<file path="config.mk">
export PLATFORM = sky130hd
export DESIGN_NAME = dsp48a1_mac_sequencer
export DESIGN_NICKNAME = d
export VERILOG_FILES = /design/src/rtl/dsp48a1_mac_sequencer.sv
export SDC_FILE = /design/constraint.sdc
export NUM_CORES = 1
export LEC_CHECK = 0
export CELL_PAD_IN_SITES_DETAIL_PLACEMENT = 2
export CELL_PAD_IN_SITES_GLOBAL_PLACEMENT = 2
export CORE_ASPECT_RATIO = 0.5
export CORE_MARGIN = 2
export CORE_UTILIZATION = 21
export DETAILED_ROUTE_END_ITERATION = 10
export GPL_ROUTABILITY_DRIVEN = 0
export PLACE_DENSITY = 0.78
export SLEW_MARGIN = 20
export SYNTH_ARGS = -nofsm -noshare
export SYNTH_HDL_FRONTEND = slang
export SYNTH_SLANG_ARGS = --single-unit
</file>
<file path="constraint.sdc">
create_clock -name CLK -period 2.53 [get_ports CLK]
set_input_delay 0.3795 -clock CLK [delete_from_list [all_inputs] [get_ports CLK]]
set_output_delay 0.3795 -clock CLK [all_outputs]
set_load 0.02 [all_outputs]
</file>
<file path="src/rtl/dsp48a1_mac_sequencer.sv">
// Streams operand pairs into one DSP48A1 slice as a multiply-accumulate and returns the 48-bit sum.
// Optional pre-adder path (a*(d+b)) is enabled by defining MAC_SEQ_PREADD_EN.
module dsp48a1_mac_sequencer #(
  parameter int unsigned LEN_W     = 8,
  parameter int unsigned OPM_DLY   = 2,
  parameter int unsigned DRAIN_CYC = 3
) (
  input  logic             CLK,
  input  logic             RST_N,
  input  logic             start,
  input  logic [LEN_W-1:0] len,
  output logic             busy,
  output logic             done,
  output logic [47:0]      result,
  input  logic             in_valid,
  output logic             in_ready,
  input  logic [17:0]      in_a,
  input  logic [17:0]      in_b,
`ifdef MAC_SEQ_PREADD_EN
  input  logic [17:0]      in_d,
  output logic [17:0]      dsp_D,
`endif
  output logic [17:0]      dsp_A,
  output logic [17:0]      dsp_B,
  output logic [7:0]       dsp_OPMODE,
  output logic             dsp_ce,
  output logic             dsp_rst,
  input  logic [47:0]      dsp_P
);

  localparam int unsigned DrainW = $clog2(DRAIN_CYC + 1);
  localparam int unsigned CntW   = (LEN_W > DrainW) ? LEN_W : DrainW;

`ifdef MAC_SEQ_PREADD_EN
  localparam logic [7:0] OpmFirst = 8'h11;
  localparam logic [7:0] OpmAcc   = 8'h19;
`else
  localparam logic [7:0] OpmFirst = 8'h01;
  localparam logic [7:0] OpmAcc   = 8'h09;
`endif
  localparam logic [7:0] OpmHold  = 8'h08;

  typedef enum logic [1:0] {StIdle, StAccum, StDrain, StCapt} state_e;

  state_e          state_q;
  logic [CntW-1:0] cnt_q;
  logic            first_q;
  logic            busy_q, done_q, in_ready_q, dsp_rst_q;
  logic [47:0]     result_q;
  logic [7:0]      dly_q [OPM_DLY];
  logic            xfer;
  logic [7:0]      push_code;

  always_comb begin
    xfer      = (state_q == StAccum) && in_valid;
    dsp_ce    = xfer || (state_q == StDrain);
    push_code = (state_q == StDrain) ? OpmHold : (first_q ? OpmFirst : OpmAcc);
  end

  assign dsp_A      = (state_q == StAccum) ? in_a : 18'd0;
  assign dsp_B      = (state_q == StAccum) ? in_b : 18'd0;
`ifdef MAC_SEQ_PREADD_EN
  assign dsp_D      = (state_q == StAccum) ? in_d : 18'd0;
`endif
  assign dsp_OPMODE = dly_q[OPM_DLY-1];
  assign busy       = busy_q;
  assign done       = done_q;
  assign result     = result_q;
  assign in_ready   = in_ready_q;
  assign dsp_rst    = dsp_rst_q;

  // OPMODE trails the operands by OPM_DLY ce cycles so it meets its product at the P stage;
  // shifting only on ce keeps it aligned with the slice pipeline through stalls.
  always_ff @(posedge CLK or negedge RST_N) begin
    if (!RST_N) begin
      for (int i = 0; i < int'(OPM_DLY); i++) dly_q[i] <= 8'h00;
    end else if (state_q == StIdle) begin
      for (int i = 0; i < int'(OPM_DLY); i++) dly_q[i] <= 8'h00;
    end else if (dsp_ce) begin
      dly_q[0] <= push_code;
      for (int i = 1; i < int'(OPM_DLY); i++) dly_q[i] <= dly_q[i-1];
    end
  end

  always_ff @(posedge CLK or negedge RST_N) begin
    if (!RST_N) begin
      state_q    <= StIdle;
      cnt_q      <= '0;
      first_q    <= 1'b0;
      busy_q     <= 1'b0;
      done_q     <= 1'b0;
      in_ready_q <= 1'b0;
      dsp_rst_q  <= 1'b1;
      result_q   <= 48'd0;
    end else begin
      done_q <= 1'b0;
      unique case (state_q)
        StIdle: begin
          if (start) begin
            if (len == '0) begin
              result_q <= 48'd0;
              done_q   <= 1'b1;
            end else begin
              state_q    <= StAccum;
              cnt_q      <= CntW'(len);
              first_q    <= 1'b1;
              busy_q     <= 1'b1;
              in_ready_q <= 1'b1;
              dsp_rst_q  <= 1'b0;
            end
          end
        end
        StAccum: begin
          if (in_valid) begin
            first_q <= 1'b0;
            cnt_q   <= cnt_q - CntW'(1);
            if (cnt_q == CntW'(1)) begin
              state_q    <= StDrain;
              cnt_q      <= CntW'(DRAIN_CYC);
              in_ready_q <= 1'b0;
            end
          end
        end
        StDrain: begin
          cnt_q <= cnt_q - CntW'(1);
          if (cnt_q == CntW'(1)) state_q <= StCapt;
        end
        StCapt: begin
          result_q  <= dsp_P;
          done_q    <= 1'b1;
          state_q   <= StIdle;
          busy_q    <= 1'b0;
          dsp_rst_q <= 1'b1;
        end
        default: state_q <= StIdle;
      endcase
    end
  end

endmodule
</file>
# == After elaboration in Yosys (flattened, before gate mapping) ==
# Cells that the tools add are included.
# totals
mem_bits_ro,0
ramBits,0
n_memories,0
wordCells,69
input_bits,96
reg_bits,79
latchBits,0
output_inout_bits,97
# op_classes
reduce_logical,14
addsub,1
eq_ne,10
shift,0
order_cmp,0
mul,0
div,0
n_mux,34
bitwise_logic,0
# op_table
op,n
$mux 48,2
$pmux 48 s2,1
$mux 18,2
$mux 16,2
$mux 8,4
$pmux 8 s3,1
$mux 2,5
$pmux 1 s2,5
$reduce_and 5->1,2
$mux 1,9
$eq 8x1->1 const B,1
$logic_not 8->1,1
$mux 4,2
$pmux 2 s4,1
$reduce_and 4->1,2
$sub 8x1->8 const B,1
$ne 2x1->1 const B,3
$ne 2x2->1 const B,3
$reduce_and 3->1,2
$reduce_bool 2->1,3
$eq 2x2->1 const B,2
$reduce_bool 3->1,1
$eq 2x1->1 const B,1
$logic_not 2->1,1
2 further kinds,2

# == Logic depth before layout (Yosys ltp) ==
# depth
ltp_word,5
mapped_depth,8
ltp_nobuf,7

# == Least setup slack after synthesis ==
# Ideal clock, no wire load.
# synth_timing
path_kind,input -> register
startpoint,input len[6]
endpoint,"register result_q[27], in the netlist result[27]"
t_arrival_ns,1.889
path_slack_ns,0.520
cell_stages,6
path_cell_list,or4_4 -> or3_4 -> a2bb2oi_1 -> buf_6 -> buf_6 -> a22o_1
# synth_between
elab_chain_len,3
# synth_lines
item,line,rtl
"start, declared",11,"input logic [LEN_W-1:0] len,"
$logic_not 8->1,100,if (len == '0) begin
$ne 2x1->1 (no source line),--,
$reduce_and 3->1 (no source line),--,
"end signal, assigned",129,result_q <= dsp_P;
"end, declared",49,logic [47:0] result_q;
# Every way passes these cells.
# A chain may end at the register's enable or synchronous reset.

# == Worst setup path in the final report ==
# layout_timing
startpoint,register state_q[1]
endpoint,output dsp_A[3]
# layout_between
elab_chain_len,2
# layout_lines
item,line,rtl
"start, declared",45,state_e state_q;
"start signal, assigned",87,state_q <= StIdle;
"start signal, assigned",104,state_q <= StAccum;
"start signal, assigned",118,state_q <= StDrain;
$eq 2x1->1,60,assign dsp_A = (state_q == StAccum) ? in_a : 18'd0;
$mux 18,60,
"end, declared",23,"output logic [17:0] dsp_A,"
# Every way passes these cells.

==> impl_metrics.ini <==
[pwr]
powerDensity_nw_per_um2 = 1350
clock_power_share_pct = 15.9
p_leak_uw = 0.00272
p_sw_share_pct = 40.4
combPwrFrac_pct = 59.0
p_switching_uw = 3150
peakVddDrop_mv = 0.320
power_frac_seq_pct = 25.1
p_int_uw = 4650

[layout]
nNetsFinal = 587
regArea_um2 = 1680
fillerInstances = 1612
area_growth_pct = 78.1
final_area_um2 = 5800
layout-drive-gt1-share_pct = 8.78
num_antenna_cells = 0
multi_input_area_um2 = 1410

[place]
place_area_um2 = 5450
numPortBuffers = 186
hpwl_mm = 9.25
pre_cts_ws_ps = -14.1

[synth]
yosys_warnings = 0
syn-cell-area_um2 = 3250
yosysMostFrequentCell = dfrtp_1
synth_edf_count = 0
synthDominantCellAreaShare_pct = 50.7
synth_cell_types = 50
synth_area_leaders = dfrtp_1 51%, a22o_1 15%, and2_1 7.3%, ha_1 2.3%, buf_4 2.1%
avgSynthCellArea_um2 = 11.1
synth_ff_type = dfrtp_1
syn_inst = 293
yosysSeqAreaShare_pct = 51.6
synth_seq_cells = 67
synthArstFlopShare_pct = 100
yosys.area.top_type = dfrtp_1
synth_top_cells_by_count = 66 x dfrtp_1, 54 x a22o_1, 38 x and2_1

[setup_path]
worstPathArrival_ps = 2010
max_stage_delay_ps = 610
reg2reg_to = cnt_q[3]$_DFFE_PN0P_
path_cells = inv_1 > ha_4 > buf_12 > and2_1 > clkdlybuf4s50_1
crit_required_ps = 2150
critPathKind = flip-flop to output pin
critPathLaunchType = flip-flop
timing.rr.start = cnt_q[1]$_DFFE_PN0P_
crit_slowest_cell = clkdlybuf4s50_1
r2r_cells = 6
reg2reg_slack_ps = 270
end_kind = output pin
cp_max_fo = 24

[sta]
fin_worst_skew_ps = 7.15
fin_crit_sh_pct = 94.3
hold_viol = 0
setup_viol = 0
relSlewSlack_pct = 56.5
fmax_mhz = 419
rsz0062_at_grt = yes
drv_slew = 0
worst_slack_ps = 145
tightest_slew_ps = 648
fin_crit_ps = 2390

[clock_network]
cts_made_buffers = 9
cts_tree = built
htreeDepth = 3
clock_latency_ps = 330
cts-hold-fix-buffers = 0
cts_setup_buffers = 0
clk_pin_slew_worst_paths_ps = 50
cts_buffer_depth = 2
cts_sinks = 67
cts-root-buf = clkbuf_16

[grt]
grt_start_max_net_pins = 44
track_usage_pct = 15.2
antenna_found_initial = 0
grt_pass1_wl_mm = 19.7
grt_pass1_vias = 3528
grt_overflow = 0

[floorplanning]
core-area_um2 = 15300
rows = 32
die_area_um2 = 16600
die_w_um = 180
die_h_um = 92.0
io_pins = 193
initial_core_util_pct = 21.3

[route]
vias_per_cell = 4.51
drt_iter0_drc = 108
dr.pass1.iters = 4
wl_per_cell_um = 17.7
wirelength_mm = 12.3
ant_nets = 0
vias = 3127
drc_errors = 0

[worst_hold_path]
hold_class = primary input to async pin

[outcome]
status = finished clean

[job]
maxCapViolCount = 0
[worst max path at each step]
stage               slack [ps]              startpoint                      to  depth (start not counted)
floorplan                  520                  len[6]  result[27]$_DFFE_PN0P_                          6
global placement            50                  len[6]    cnt_q[1]$_DFFE_PN0P_                          5
detailed placement         -10                  len[6]  result[13]$_DFFE_PN0P_                          7
CTS                         10  state_q[1]$_DFFE_PN0P_                dsp_B[2]                          5
global route                -1  state_q[1]$_DFFE_PN0P_                dsp_A[2]                          5
finish                     140  state_q[1]$_DFFE_PN0P_                dsp_A[3]                          5
[power groups by stage]
stage	clock network, µW	registers (µW)	logic [µW]
floorplan	0	2360	2100
global placement	0	1930	4500
detailed placement	0	1960	4620
CTS	1280	1970	4680
global route	1320	2030	4980
finish	1240	1960	4600
[logic make-up (layout without fill, tap and decap cells)]
logic type | count (synthesis) | count (layout) | share of synthesized area [%]
buffers and inverters | 42 | 234 | 6.77
adders and majority gates | 6 | 6 | 2.31
AOI/OAI and AO/OA | 97 | 97 | 24.3
muxes | 3 | 3 | 1.00
DFF | 67 | 67 | 51.6
and+or+nand+nor | 77 | 77 | 14.0
other | 1 | 6 | 0.115
[placed cells by master (no fill, tap or decap), types with 2 or more instances in the layout]
cell type,count
mux2_1,2
nor2b_1,2
nor3_1,4
clkinv_2,2
o32ai_1,2
a31oi_1,3
buf_4,12
a21oi_1,7
o41ai_1,2
clkbuf_1,3
or3_1,4
clkdlybuf4s50_1,168
o31ai_1,2
conb_1,6
o21a_1,2
nor2_1,8
o22ai_1,3
buf_12,6
dfrtp_1,65
nand2_1,6
nand2b_1,4
dlymetal6s2s_1,17
and2_1,37
clkbuf_16,9
o21ai_0,4
a22o_1,54
o211ai_1,4
ha_1,5
nand3_1,5
inv_1,12
[worst max-delay path: cells and delay by family (launching register included)]
family        cells  cell delay (ps)
buf+inv           3              900
flops             1              420
simple gates      1              130
fa+ha+maj         1              220
[what timing repair did]
item,4_1_cts,5_1_grt
pin swaps,0,0
gates cloned,0,0
setup endpoints to repair,37,18
gates resized for setup,3,18
[metrics by stage]
stage	std cells	setup TNS (ps)	power, µW	hold slack [ps]	utilization, %
after floorplan	298	0	4460	83.9	-
after global placement	678	0	6430	424	35.6
after detailed placement	678	-40.8	6570	443	35.6
after CTS	694	0	7930	71.8	37.6
after global routing	694	-1.20	8330	94.2	37.9
final	694	0	7800	56.3	37.9
[cell type report]
class,instances,share of cell area (%)
repair buffers,204,36.4
clock inverters,3,0.691
flip-flops and latches,67,29.0
inverters,14,0.907
clock buffers,13,4.32
multi-input cells,189,24.3
well taps,204,4.40
[registers in the layout, summed over array words and instances (netlist names)]
name and flops:
dly_q 2, dsp_OPMODE 2, busy 1, done 1, cnt_q 8, first_q 1, result 48, state_q 2
dsp_rst 1, in_ready 1
[metal layers]
| layer | wire length [µm] | vias to the layer above | track usage, % |
|---|---|---|---|
| li1 | - | 1446 | - |
| met1 | 5040 | 1546 | 17.5 |
| met2 | 6220 | 113 | 26.6 |
| met3 | 760 | 22 | 4.96 |
| met4 | 283 | 0 | 5.38 |
| met5 | 0 | - | 0 |
No activity file was read; power rests on OpenSTA's default activity.
